`src/rtl/stack_ctrl.sv`:
```
// stack_ctrl: stack controller that caches top-of-stack in a register and spills lower entries to a single-port RAM
module stack_ctrl #(
  parameter int ADDR_W = 8,
  parameter int DATA_W = 32
) (
  input  logic              clk,
  input  logic              resetn,
  input  logic              cmd_valid,
  input  logic [1:0]        cmd_op,
  input  logic [DATA_W-1:0] cmd_data,
  output logic              cmd_ready,
  output logic [DATA_W-1:0] tos,
  output logic [ADDR_W:0]   depth,
  output logic              overflow,
  output logic              underflow,
  input  logic              clr_err,
  output logic [ADDR_W-1:0] ram_addr,
  output logic [DATA_W-1:0] ram_wdata,
  output logic              ram_wen,
  input  logic [DATA_W-1:0] ram_rdata
);
  typedef enum logic [1:0] {IDLE, WR, RD, CAP} state_t;
  localparam logic [1:0] OP_PUSH = 2'b01, OP_POP = 2'b10, OP_REPL = 2'b11;
  localparam logic [ADDR_W:0] MAX_DEPTH = (ADDR_W+1)'(2**ADDR_W + 1);
  state_t state, state_n;
  logic [ADDR_W-1:0] sp, sp_n, addr_n;
  logic [ADDR_W:0] depth_n;
  logic [DATA_W-1:0] tos_n, wdata_n;
  logic wen_n, ovf_n, unf_n, empty, full;
  assign cmd_ready = (state == IDLE) && resetn;
  assign empty = depth == '0;
  assign full = depth == MAX_DEPTH;
  always_comb begin
    state_n = state;
    sp_n = sp;
    depth_n = depth;
    tos_n = tos;
    addr_n = ram_addr;
    wdata_n = ram_wdata;
    wen_n = 1'b0;
    ovf_n = overflow & ~clr_err;
    unf_n = underflow & ~clr_err;
    case (state)
      IDLE: if (cmd_valid) begin
        if (cmd_op == OP_PUSH) begin
          if (full) ovf_n = 1'b1;
          else begin
            tos_n = cmd_data;
            depth_n = depth + (ADDR_W+1)'(1);
            // the old TOS spills to RAM only when the stack was non-empty
            if (!empty) begin
              wdata_n = tos;
              addr_n = sp;
              wen_n = 1'b1;
              sp_n = sp + ADDR_W'(1);
              state_n = WR;
            end
          end
        end else if (cmd_op == OP_POP) begin
          if (empty) unf_n = 1'b1;
          else begin
            depth_n = depth - (ADDR_W+1)'(1);
            tos_n = '0;
            if (depth != (ADDR_W+1)'(1)) begin
              addr_n = sp - ADDR_W'(1);
              sp_n = sp - ADDR_W'(1);
              state_n = RD;
            end
          end
        end else if (cmd_op == OP_REPL) begin
          if (empty) unf_n = 1'b1;
          else tos_n = cmd_data;
        end
      end
      WR: state_n = IDLE;
      RD: state_n = CAP;
      default: begin
        tos_n = ram_rdata;
        state_n = IDLE;
      end
    endcase
  end
  always_ff @(posedge clk) begin
    if (!resetn) begin
      state <= IDLE;
      sp <= '0;
      depth <= '0;
      tos <= '0;
      overflow <= 1'b0;
      underflow <= 1'b0;
      ram_addr <= '0;
      ram_wdata <= '0;
      ram_wen <= 1'b0;
    end else begin
      state <= state_n;
      sp <= sp_n;
      depth <= depth_n;
      tos <= tos_n;
      overflow <= ovf_n;
      underflow <= unf_n;
      ram_addr <= addr_n;
      ram_wdata <= wdata_n;
      ram_wen <= wen_n;
    end
  end
endmodule

```
`config.mk`:
```
export PLATFORM = sky130hd
export DESIGN_NAME = stack_ctrl
export DESIGN_NICKNAME = d
export VERILOG_FILES = /design/src/rtl/stack_ctrl.sv
export SDC_FILE = /design/constraint.sdc
export NUM_CORES = 1
export LEC_CHECK = 0
export ABC_CLOCK_PERIOD_IN_PS = 2700
export CAP_MARGIN = 20
export CORE_MARGIN = 2
export CORE_UTILIZATION = 29
export DETAILED_ROUTE_END_ITERATION = 10
export GPL_ROUTABILITY_DRIVEN = 0
export PLACE_DENSITY = 0.58
export SYNTH_ARGS = -nofsm -noshare
export SYNTH_HDL_FRONTEND = slang
export SYNTH_SLANG_ARGS = --single-unit
```
`constraint.sdc`:
```
create_clock -name clk -period 2.7 [get_ports clk]
set_clock_uncertainty 0.05 [all_clocks]
set_input_delay 0.54 -clock clk [delete_from_list [all_inputs] [get_ports clk]]
set_output_delay 0.54 -clock clk [all_outputs]
set_load 0.05 [all_outputs]
```
==> flow_summary_export.csv, run 1 <==
group,metric,value,unit
floorplan,design.die.area,16600,um2
logic_synthesis,synth_cells,545,
floorplan,start_util,29.8,%
power,power_density,1140,nW/um2
cells_and_area,insertedDiodeCount,0,
critical_path,crit_family,"buffers and inverters",
timing,rsz0062_at_grt,"no",
place,placed_cells,865,
logic_synthesis,syn-num-nets,625,
floorplan,ios,155,
timing,slew_headroom,63.8,%
critical_path,crit_path_end_kind,"output port",
logic_synthesis,netlist-cell-type-count,51,
logic_synthesis,async_flop_share,0,%
cells_and_area,layout.nets,768,
clock_network,clk_pin_slew,60,ps
critical_path,start_kind,"flop",
min_path,hold_class,"reg2reg",
floorplan,dieHeight,129,um
cells_and_area,fin_util,43.4,%
logic_synthesis,synth_edf_count,0,
clock_network,cts.htree.levels,3,
timing,post-route-period-util,91.5,%
clock_network,cts_post_setup_buffers_inserted,0,
timing,final.min_clock_period,2470,ps
route,wire_per_inst,14.6,um
floorplan,rows,45,
clock_network,clockBufferDepth,2,
critical_path,crit_chain,"clkdlybuf4s50_1",
place,dp_hpwl,9180,um
route,drt_iter0_markers,176,
clock_network,cts_made_buffers,9,
critical_path,critical-path-max-stage-delay,900,ps
route,vias,4284,
clock_network,cts.sinks,94,
power,power.ir.vdd_worst,453,uV
route,viasPerCell,4.86,
flow_run,cap_violations,0,
grt,grt_pass1_wl,20400,um
logic_synthesis,syn_area_per_cell,8.31,um2
critical_path,path_class,"reg2out",
cells_and_area,syn_to_final_growth,45.6,%
cells_and_area,drive_gt1_share,8.66,%
place,io_buffers,154,
route,top_layer_used,"met4",
timing,fin_setup_tns,0,ps
logic_synthesis,synth_top_area_share,41.6,%
grt,track_usage,15.4,%
logic_synthesis,synth.ff_latch_count,94,
critical_path,crit_arrival,1880,ps
logic_synthesis,netlist_top_cells_area,"dfxtp_1 (42%), a21oi_1 (9.0%), nand2_1 (7.0%)",
logic_synthesis,synthFlopType,"dfxtp_1",
route,dr_wl_met2,6070,um
logic_synthesis,synth_area_leader_cell,"dfxtp_1",
logic_synthesis,netlist_area,4530,um2
critical_path,cp_max_fo,10,
floorplan,core_area,15200,um2
clock_network,ctsHoldBuffers,0,
critical_path,slowest_stage,"clkdlybuf4s50_1",
cells_and_area,stdcell_count,881,
clock_network,cts_root_buf,"clkbuf_16",
timing,max_freq,405,MHz
grt,grt_pass1_vias,4108,
route,final_antenna_net_count,0,
timing,slew_viol_final,0,
grt,antenna_found_initial,0,
timing,finalSetupViolations,0,
power,leakage,0.00232,uW
run_status,status,"finished, final reports clean",
route,drc,0,
floorplan,fp.dieW,129,um
route,routed-wl-met3,758,um
grt,overflow,0,
timing,hold_viol,0,
critical_path,crit_buf_inv,1,
timing,worst_pin_slew,541,ps
clock_network,cts_resized,0,
critical_path,worst_ep_required_time,2110,ps
clock_network,clock_latency,340,ps
clock_network,cts_tree,"done",
route,firstDrtPassIters,4,
grt,grt_max_degree,43,
route,wl_met1,5910,um
route,wirelength,12900,um
logic_synthesis,synth_warnings,0,
logic_synthesis,ys_seq_area_share,41.6,%
-- worst paths after layout --
check / start / endpoint / slack [ps] / depth (start not counted)
setup / recovery: depth[2] / depth[2] / 230 / 1
hold / removal: ram_wdata[10] / ram_wdata[10] / 400 / 2
setup reg to reg: depth[1] / sp[0] / 290 / 7
hold reg to reg: ram_wdata[10] / ram_wdata[10] / 400 / 2
-- cells in the final DEF, fill, tap and decap left out, types with 2 or more instances in the layout --
cell type          n
nor3_1             4
inv_2              2
and4_1             2
o221a_2            2
a211oi_2           7
nand3_1            5
buf_4             14
clkdlybuf4s50_1  153
xor2_1             7
clkinv_2           2
clkinvlp_4         2
o22ai_1            2
buf_12             7
nor4_1             4
nand2_1           85
xnor2_1            4
dfxtp_1           94
clkbuf_16          9
a21o_1             3
and2_1             4
or3_1              8
o21ai_0            8
mux2i_1            6
ha_1               9
a31oi_1            3
nand2b_1           8
a21oi_1           81
nand4_1            3
nor2_1            55
nor2b_1           33
inv_1              9
a211oi_1          34
-- area by class of cell --
type / count / area [um2]
fill: 1500 / 8610
tap: 188 / 235
timing repair buffer: 174 / 1780
clock buffer: 9 / 225
inverter: 11 / 41.3
clock inverter: 7 / 72.6
multi-input combinational: 398 / 2360
sequential: 94 / 1880
-- registers in the layout (all words and copies together), names as in the netlist --
signal / flops
overflow: 1
sp: 8
underflow: 1
tos: 32
ram_addr: 8
ram_wen: 1
ram_wdata: 32
depth: 9
state: 2
-- Yosys cell counts (2+ instances only) --
library cell	count
nor2b_1	33
xnor2_1	4
buf_2	9
nand2b_1	8
nand4_1	3
and4_1	2
clkbuf_1	21
o21ai_0	8
a211oi_2	7
a21o_1	3
buf_6	9
ha_1	10
inv_1	9
nor2_1	55
nor3_1	4
o221a_2	2
dfxtp_1	94
a21oi_1	81
and2_1	4
nor4_1	4
a211oi_1	34
mux2i_1	6
nand2_1	85
nand3_1	5
or3_1	8
o22ai_1	2
xor2_1	7
a31oi_1	3
buf_4	3
-- layer usage --
layer  vias to the layer above  track usage [%]
li1                       2162                -
met1                      1976             19.7
met2                       134             25.9
met3                        12             3.91
met4                         0             4.09
met5                         -                0
-- power by group --
part	internal [uW]	total (uW)	leakage [uW]	switching [uW]
combinational	1550	4170	0.00141	2610
clock	719	1260	0.000142	543
sequential	1750	2080	0.000766	330
-- cell families (layout without fill, tap and decap cells) --
kind of cell / Yosys count / count (layout) / share of synthesized area (%)
xor+xnor: 11 / 11 / 2.13
mux: 7 / 7 / 1.58
flops: 94 / 94 / 41.6
compound gates: 150 / 150 / 21.8
buf+inv: 53 / 201 / 6.38
simple gates: 220 / 220 / 23.8
fa+ha+maj: 10 / 10 / 2.76
-- through the flow --
stage | power, uW | setup slack [ps] | hold WS [ps] | cell area [um2]
floorplan | 5030 | 250 | 404 | 4530
global placement | 6240 | 112 | 391 | 6290
detailed placement | 6320 | 69.6 | 396 | 6290
CTS | 7610 | 213 | 405 | 6590
global route | 8010 | 136 | 418 | 6590
finish | 7510 | 228 | 403 | 6590
Power figures use the tool's default switching activity.
==> inputs of run 2 (changes only) <==
PLACE_DENSITY = unset   (was 0.58)
==> run 2 against run 1 <==
Routed wire length shrank 1.2%; sequential share of layout area about the same; critical path depth did not move.
==> flow_summary_export.csv, run 2 (synthesis results as in run 1) <==
group,metric,value,unit
critical_path,rr_worst_depth,8,
run_status,status,"finished, final reports clean",
min_path,hold_end,"ram_wdata[7]",
clock_network,ctsHoldBuffers,0,
cells_and_area,layout.nets,763,
power,power.ir.vdd_worst,533,uV
cells_and_area,drive_gt1_share,7.85,%
route,firstDrtPassIters,4,
critical_path,reg2reg_slack,380,ps
floorplan,design.die.area,16600,um2
flow_run,cap_violations,0,
timing,whs,403,ps
place,io_buffers,154,
clock_network,cts.htree.levels,3,
route,drt_iter0_markers,163,
critical_path,start_kind,"flop",
critical_path,crit_family,"buffers and inverters",
timing,final.min_clock_period,2470,ps
cells_and_area,syn_to_final_growth,45.6,%
power,power_density,1160,nW/um2
grt,overflow,0,
timing,fin_setup_tns,0,ps
power,leakage,0.00232,uW
critical_path,slowest_stage,"clkdlybuf4s50_1",
min_path,min_from,"ram_wdata[7]",
timing,slew_headroom,63.6,%
timing,finalSetupViolations,0,
route,drc,0,
timing,max_freq,404,MHz
clock_network,cts_made_buffers,9,
place,dp_hpwl,9170,um
cells_and_area,mostFrequentLayoutCells,"clkdlybuf4s50_1 (153), dfxtp_1 (94), nand2_1 (85)",
cells_and_area,insertedDiodeCount,0,
route,final_antenna_net_count,0,
floorplan,fp.dieW,129,um
place,dpl-instance-area,6240,um2
place,placed_cells,860,
critical_path,critical-path-max-stage-delay,900,ps
critical_path,worst_ep_required_time,2110,ps
floorplan,core_area,15200,um2
route,viasPerCell,4.82,
cells_and_area,design_area,6590,um2
clock_network,cts.sinks,94,
clock_network,clk_pin_slew,70,ps
critical_path,cp_max_fo,10,
grt,grt_max_degree,65,
timing,slew_viol_final,0,
cells_and_area,stdcell_count,876,
clock_network,cts_tree,"done",
clock_network,cts_root_buf,"clkbuf_16",
floorplan,rows,45,
grt,grt_pass1_vias,4019,
grt,antenna_found_initial,0,
cells_and_area,layout_commonest_cell,"clkdlybuf4s50_1",
timing,hold_viol,0,
cells_and_area,reg_top3,"ram_wdata (32), tos (32), depth (9)",
cells_and_area,fin_util,43.4,%
clock_network,clock_latency,340,ps
critical_path,path_class,"reg2out",
critical_path,rr_endpoint,"sp[2]",
floorplan,ios,155,
min_path,hold_class,"reg2reg",
critical_path,crit_path_end_kind,"output port",
critical_path,reg2reg_from,"depth[1]",
critical_path,crit_buf_inv,1,
timing,post-route-period-util,91.7,%
timing,worst_pin_slew,545,ps
grt,grt_pass1_wl,20300,um
route,vias,4220,
critical_path,crit_arrival,1880,ps
grt,track_usage,15.4,%
clock_network,cts_resized,0,
clock_network,cts_post_setup_buffers_inserted,0,
timing,rsz0062_at_grt,"no",
critical_path,crit_chain,"clkdlybuf4s50_1",
route,wirelength,12700,um
floorplan,start_util,29.8,%
floorplan,dieHeight,129,um
clock_network,clockBufferDepth,2,
route,wire_per_inst,14.5,um
min_path,holdPathStages,2,
[run 2: layout make-up]
cell class	instances	area [um2]
Timing Repair Buffer	169	1730
Inverter	11	41.3
Clock inverter	6	118
Fill cell	1487	8610
Clock buffer	10	229
Multi-Input combinational cell	398	2360
Sequential cell	94	1880
Tap cell	188	235
[run 2: worst max-delay path by stage]
stage	from	endpoint	cells after the start	slack, ps
finish	depth[2]	depth[2]	1	230
global route	depth[2]	depth[2]	1	150
CTS	depth[2]	depth[2]	1	210
detailed placement	cmd_op[1]	depth[6]	8	110
global placement	cmd_op[1]	ram_addr[7]	7	180
floorplan	depth[1]	sp[0]	7	250
[run 2: report_power, final]
group          switching (uW)  internal (uW)  total [uW]
Combinational            2600           1480        4080
Clock                     553            915        1470
Sequential                328           1750        2080
[run 2: through the flow]
step	power (uW)	worst slack [ps]
finish	7630	225
global route	8130	145
CTS	7730	208
detailed placement	6230	113
global placement	6170	181
floorplan	5030	250
[run 2: worst reg2reg max path: cells and delay by family (launching register included)]
| kind | cells | cell delay, ps |
|---|---|---|
| AO/OA/AOI/OAI | 3 | 790 |
| flip-flops | 1 | 460 |
| buffers and inverters | 2 | 300 |
| adder cells (fa/ha/maj) | 1 | 240 |
| multiplexers | 1 | 210 |
| AND/OR/NAND/NOR | 1 | 190 |
[run 2: routing by layer]
metal  share of wire, %  routed length [um]  GRT usage [%]
met1                 46                5810           19.3
met2                 48                6080           26.7
met3                5.3                 678           2.91
met4                1.3                 171           5.18
met5                  0                   0              0
